<file path="config.mk">
export PLATFORM = sky130hd
export DESIGN_NAME = regfile_writeback_queue
export DESIGN_NICKNAME = d
export VERILOG_FILES = /design/src/rtl/regfile_pkg.sv /design/src/rtl/wbq_fifo.sv /design/src/rtl/regfile_writeback_queue.sv
export SDC_FILE = /design/constraint.sdc
export NUM_CORES = 1
export LEC_CHECK = 0
export ABC_CLOCK_PERIOD_IN_PS = 2800
export CORE_ASPECT_RATIO = 1.25
export CORE_MARGIN = 2
export CORE_UTILIZATION = 45
export CTS_BUF_LIST = sky130_fd_sc_hd__clkbuf_2
export CTS_CLUSTER_SIZE = 25
export DETAILED_ROUTE_END_ITERATION = 7
export PLACE_DENSITY = 0.69
export SYNTH_ARGS = -nofsm -noshare
export SYNTH_HDL_FRONTEND = slang
export SYNTH_HIERARCHICAL = 1
export SYNTH_SLANG_ARGS = --single-unit
</file>
<file path="constraint.sdc">
create_clock -name clk -period 2.8 [get_ports clk]
set_input_delay 0.56 -clock clk [delete_from_list [all_inputs] [get_ports clk]]
set_output_delay 0.56 -clock clk [all_outputs]
set_load 0.1 [all_outputs]
</file>
<file path="src/rtl/regfile_pkg.sv">
// rtl/regfile_pkg.sv - shared widths and writeback entry type for regfile_writeback_queue
package regfile_pkg;

  localparam int REG_ADDR_W = 4;
  localparam int REG_DATA_W = 16;
  localparam int NUM_REGS   = 16;

  typedef struct packed {
    logic [REG_ADDR_W-1:0] addr;
    logic [REG_DATA_W-1:0] data;
  } wb_entry_t;

endpackage

</file>
<file path="src/rtl/wbq_fifo.sv">
// rtl/wbq_fifo.sv - writeback entry FIFO exporting per-slot valid bits for pending-write matching
module wbq_fifo
  import regfile_pkg::*;
#(
  parameter int DEPTH = 4,
  parameter int PTR_W = $clog2(DEPTH),
  parameter int CNT_W = $clog2(DEPTH + 1)
) (
  input  logic                  clk,
  input  logic                  rst,
  input  logic                  push,
  input  wb_entry_t             push_entry,
  input  logic                  pop,
  output wb_entry_t             head,
  output wb_entry_t [DEPTH-1:0] entries,
  output logic [DEPTH-1:0]      valid,
  output logic [PTR_W-1:0]      rd_ptr,
  output logic [CNT_W-1:0]      count
);

  wb_entry_t [DEPTH-1:0] mem_q, mem_d;
  logic [DEPTH-1:0]      valid_q, valid_d;
  logic [PTR_W-1:0]      rd_ptr_q, rd_ptr_d;
  logic [PTR_W-1:0]      wr_ptr_q, wr_ptr_d;
  logic [CNT_W-1:0]      count_q, count_d;

  // Caller guarantees no push when full and no pop when empty.
  always_comb begin
    mem_d    = mem_q;
    valid_d  = valid_q;
    rd_ptr_d = rd_ptr_q;
    wr_ptr_d = wr_ptr_q;
    count_d  = count_q;
    if (pop) begin
      valid_d[rd_ptr_q] = 1'b0;
      rd_ptr_d          = rd_ptr_q + 1'b1;
    end
    if (push) begin
      mem_d[wr_ptr_q]   = push_entry;
      valid_d[wr_ptr_q] = 1'b1;
      wr_ptr_d          = wr_ptr_q + 1'b1;
    end
    if (push && !pop) begin
      count_d = count_q + 1'b1;
    end else if (pop && !push) begin
      count_d = count_q - 1'b1;
    end
  end

  always_ff @(posedge clk or negedge rst) begin
    if (!rst) begin
      mem_q    <= '0;
      valid_q  <= '0;
      rd_ptr_q <= '0;
      wr_ptr_q <= '0;
      count_q  <= '0;
    end else begin
      mem_q    <= mem_d;
      valid_q  <= valid_d;
      rd_ptr_q <= rd_ptr_d;
      wr_ptr_q <= wr_ptr_d;
      count_q  <= count_d;
    end
  end

  assign head    = mem_q[rd_ptr_q];
  assign entries = mem_q;
  assign valid   = valid_q;
  assign rd_ptr  = rd_ptr_q;
  assign count   = count_q;

endmodule

</file>
<file path="src/rtl/regfile_writeback_queue.sv">
// rtl/regfile_writeback_queue.sv - writeback FIFO + output stage serializing onto the regfile write port
// Optional pending-data forwarding: REGFILE_WBQ_FORWARD_EN
module regfile_writeback_queue
  import regfile_pkg::*;
#(
  parameter int DEPTH = 4
) (
  input  logic                         clk,
  input  logic                         rst,
  input  logic                         wb_valid,
  output logic                         wb_ready,
  input  logic [REG_ADDR_W-1:0]        wb_reg,
  input  logic [REG_DATA_W-1:0]        wb_data,
  input  logic                         wb_hold,
  output logic [REG_ADDR_W-1:0]        dst_reg,
  output logic [REG_DATA_W-1:0]        dst_data,
  output logic                         write_reg,
  input  logic [REG_ADDR_W-1:0]        src_reg1,
  input  logic [REG_ADDR_W-1:0]        src_reg2,
  output logic                         busy1,
  output logic                         busy2,
  output logic                         fwd_hit1,
  output logic                         fwd_hit2,
  output logic [REG_DATA_W-1:0]        fwd_data1,
  output logic [REG_DATA_W-1:0]        fwd_data2,
  output logic [$clog2(DEPTH+1)-1:0]   count
);

  localparam int PTR_W = $clog2(DEPTH);
  localparam int CNT_W = $clog2(DEPTH + 1);

  wb_entry_t             push_entry;
  wb_entry_t             fifo_head;
  wb_entry_t [DEPTH-1:0] fifo_entries;
  logic [DEPTH-1:0]      fifo_valid;
  logic [PTR_W-1:0]      fifo_rd_ptr;
  logic [CNT_W-1:0]      fifo_count;
  logic                  fifo_empty;
  logic                  push;
  logic                  pop;

  wb_entry_t out_entry_q, out_entry_d;
  logic      out_valid_q, out_valid_d;

  assign push_entry.addr = wb_reg;
  assign push_entry.data = wb_data;
  assign fifo_empty      = (fifo_count == '0);
  assign wb_ready        = rst && (fifo_count < CNT_W'(DEPTH));
  assign push            = wb_valid && wb_ready;
  assign pop             = !fifo_empty && !wb_hold;

  wbq_fifo #(.DEPTH(DEPTH)) u_fifo (
    .clk        (clk),
    .rst        (rst),
    .push       (push),
    .push_entry (push_entry),
    .pop        (pop),
    .head       (fifo_head),
    .entries    (fifo_entries),
    .valid      (fifo_valid),
    .rd_ptr     (fifo_rd_ptr),
    .count      (fifo_count)
  );

  // Under hold the output stage freezes; otherwise it tracks the FIFO head.
  always_comb begin
    out_valid_d = out_valid_q;
    out_entry_d = out_entry_q;
    if (!wb_hold) begin
      out_valid_d = !fifo_empty;
      if (!fifo_empty) begin
        out_entry_d = fifo_head;
      end
    end
  end

  always_ff @(posedge clk or negedge rst) begin
    if (!rst) begin
      out_valid_q <= 1'b0;
      out_entry_q <= '0;
    end else begin
      out_valid_q <= out_valid_d;
      out_entry_q <= out_entry_d;
    end
  end

  assign write_reg = out_valid_q && !wb_hold;
  assign dst_reg   = out_entry_q.addr;
  assign dst_data  = out_entry_q.data;
  assign count     = fifo_count;

  always_comb begin
    busy1 = out_valid_q && (out_entry_q.addr == src_reg1);
    busy2 = out_valid_q && (out_entry_q.addr == src_reg2);
    for (int i = 0; i < DEPTH; i++) begin
      busy1 = busy1 | (fifo_valid[i] && (fifo_entries[i].addr == src_reg1));
      busy2 = busy2 | (fifo_valid[i] && (fifo_entries[i].addr == src_reg2));
    end
  end

`ifdef REGFILE_WBQ_FORWARD_EN
  logic [PTR_W-1:0] slot;

  // Walk oldest to youngest so the tail-most match overrides older ones.
  always_comb begin
    slot      = '0;
    fwd_data1 = (out_valid_q && (out_entry_q.addr == src_reg1)) ? out_entry_q.data : '0;
    fwd_data2 = (out_valid_q && (out_entry_q.addr == src_reg2)) ? out_entry_q.data : '0;
    for (int k = 0; k < DEPTH; k++) begin
      slot = fifo_rd_ptr + PTR_W'(k);
      if (fifo_valid[slot] && (fifo_entries[slot].addr == src_reg1)) begin
        fwd_data1 = fifo_entries[slot].data;
      end
      if (fifo_valid[slot] && (fifo_entries[slot].addr == src_reg2)) begin
        fwd_data2 = fifo_entries[slot].data;
      end
    end
  end

  assign fwd_hit1 = busy1;
  assign fwd_hit2 = busy2;
`else
  logic unused_fwd_inputs;

  assign unused_fwd_inputs = ^{fifo_rd_ptr, fifo_entries};
  assign fwd_hit1  = 1'b0;
  assign fwd_hit2  = 1'b0;
  assign fwd_data1 = '0;
  assign fwd_data2 = '0;
`endif

endmodule

</file>
==> impl_metrics.tcl <==
set metrics [dict create \
    status "completed" \
    leakagePower_nw 2.96 \
    coreArea_sq_mm 0.0126 \
    die_w_um 105 \
    grt_max_degree 68 \
    dp_cells 611 \
    cts_made_buffers 9 \
    critical_path_class "in -> out" \
    layout.nets 497 \
    whs_ps 529 \
    grt_pass1_wl_mm 17.2 \
    crit_path_cell_trace "clkdlybuf4s50_1, xor2_1, nor3_1, nand3_1, nand3_1, buf_12" \
    place_area_sq_mm 0.00626 \
    top_usage_layer "met2" \
    worstPathArrival_ps 2030 \
    stdcell_count 629 \
    crit_fanout 5 \
    post_drt_wl_per_cell_um 17.0 \
    min_path_type "reg -> reg" \
    cellPowerDensity_mw_per_mm2 1240 \
    use_met1_pct 19.4 \
    fillCellCount 1101 \
    grt_setup_unrepaired "false" \
    synth-seq-area-share_pct 48.8 \
    switchingPower_mw 3.60 \
    relSlewSlack_pct 45.4 \
    fin_crit_sh_pct 92.6 \
    path_depth 6 \
    syn-cell-area_sq_mm 0.00575 \
    seqCellArea_sq_mm 0.00281 \
    cts_sinks 112 \
    period_needed_ps 2590 \
    hold_depth 1 \
    drv_slew 0 \
    ys_seq_elements 112 \
    htree_num_levels 3 \
    yosys-top-cells-area "dfrtp_1 49%, mux2_2 15%, mux4_2 7.1%" \
    multiInputGateArea_sq_mm 0.00260 \
    hpwl_mm 7.27 \
    finalSetupViolations 0 \
    start_kind "input port" \
    drive_gt1_share_pct 37.4 \
    use_met3_pct 2.55 \
    initial_utilization_pct 45.6 \
    grt_pass1_vias 3336 \
    yosys_warnings 6 \
    setup_slack_ps 208 \
    route.detailed.drc 0 \
    drt-total-wl_mm 10.7 \
    irDropWorstVdd_mv 0.557 \
    vias 3185 \
    synth_largest_area_cell "dfrtp_1" \
    root_buffer "clkbuf_2" \
    power_mw 7.91 \
    clk_latency_ps 580 \
    cp_top_family "buffers and inverters" \
    viasPerCell 5.06 \
    clkPwrFrac_pct 7.8 \
    finalInstanceArea_sq_mm 0.00635 \
    fin_skew_ps 23.3 \
    fin_util_pct 50.4 \
    seqPwrFrac_pct 38.0 \
    gp_congestion 0.941 \
    port_buffers 58 \
    synthCells 402 \
    die-height_um 130 \
    swShare_pct 45.5 \
    critPathMaxStageDelay_ps 560 \
    use_met2_pct 29.7 \
    detail-route-antenna-nets 0 \
    p_comb_share_pct 54.2 \
    die-area_sq_mm 0.0137 \
    core.rowCount 46 \
    globalRouteOverflowTotal 0 \
    synth_top_area_share_pct 48.8 \
    slowest_stage "clkdlybuf4s50_1" \
    cp_common_cell "nand3_1" \
    drt_pass1_iterations 4 \
    io_pins 93 \
    fin_setup_tns_ps 0 \
    worst-path-buf-inv 2 \
    synth_area_per_cell_sq_um 14.3 \
    synth_cell_types 29 \
    crit_required_ps 2240 \
    cap_violations 0 \
    cts_buffer_depth 2 \
    syn_to_final_growth_pct 10.6 \
    final_hold_viol_count 0 \
    drt_iter0_drc 95 \
    rr_worst_depth 8 \
    fmax_ghz 0.386 \
    clk_pin_slew_worst_paths_ps 260 \
    layout.cells.most_common_list "109 x dfrtp_1, 75 x mux2_2, 34 x xor2_1, 34 x conb_1, 32 x buf_4" \
    pre_cts_ws_ps 233 \
    antenna_found_initial 1 \
    layout_commonest_cell "dfrtp_1" \
    grt_usage_pct 16.3 \
    postCtsSetupBuffers 0 \
    largest_reg_flops 80 \
    tightest_slew_ps 819 \
    cts_tree "yes" \
    worstSetupEndpointType "output pin" \
    cts-resized-gates 0 \
    p_int_mw 4.31 \
]
[power by group through the flow]
stage | Sequential (mW) | Clock (mW) | Combinational [mW]
after floorplan | 4.03 | 0 | 2.45
after global placement | 3.00 | 0 | 4.26
after detailed placement | 3.06 | 0 | 4.33
after CTS | 3.01 | 0.649 | 4.34
after global routing | 3.13 | 0.717 | 4.54
final | 3.01 | 0.614 | 4.29
[synth_stat cells, drive strengths merged]
| cell | n |
|---|---|
| ha | 9 |
| o21ai | 2 |
| fa | 1 |
| mux2 | 101 |
| nor4 | 4 |
| nand2 | 22 |
| a21o | 1 |
| xor2 | 34 |
| conb | 1 |
| nor2b | 2 |
| inv | 6 |
| clkbuf | 1 |
| a31oi | 4 |
| buf | 57 |
| nor3 | 7 |
| mux4 | 20 |
| nor2 | 2 |
| dfrtp | 112 |
| nand3 | 4 |
| and2 | 1 |
| xnor2 | 11 |
[timing repair]
item,in CTS,in global routing
endpoints found under the setup margin,0,0
endpoints found under the hold margin,15,0
hold buffers,1,0
[routing by layer]
layer / vias up / share of wire (%) / wire length (um)
met1: 1663 / 42 / 4460
li1: 1436 / - / -
met5: - / 0 / 0
met3: 15 / 3.3 / 348
met4: 0 / 1.9 / 207
met2: 71 / 53 / 5680
[cell type report]
cell class / instances / area share, %
multi-input cells: 259 / 40.9
clock buffers: 9 / 0.709
repair buffers: 67 / 9.93
clock inverters: 7 / 0.591
flip-flops and latches: 112 / 44.2
inverters: 6 / 0.354
diodes: 1 / 0.0394
well taps: 168 / 3.31
[path summary, 6_finish.rpt]
kind,from,to,slack (ps)
setup / recovery,src_reg1[1],busy1,210
hold / removal,u_fifo/entries[31],u_fifo/entries[31],530
setup reg to reg,u_fifo/count[2],u_fifo/count[2],840
hold reg to reg,u_fifo/entries[31],u_fifo/entries[31],530
max in group asynchronous,rst,u_fifo/entries[10],990
min in group asynchronous,rst,u_fifo/entries[12],570
[logic make-up after synthesis]
kind of cell,synth area share (%)
compound gates,0.740
xor+xnor,6.86
fa+ha+maj,2.31
buf+inv,8.36
flops,48.8
mux,28.9
other cells,0.0653
simple gates,3.94
(Power assumes the default switching activity.)
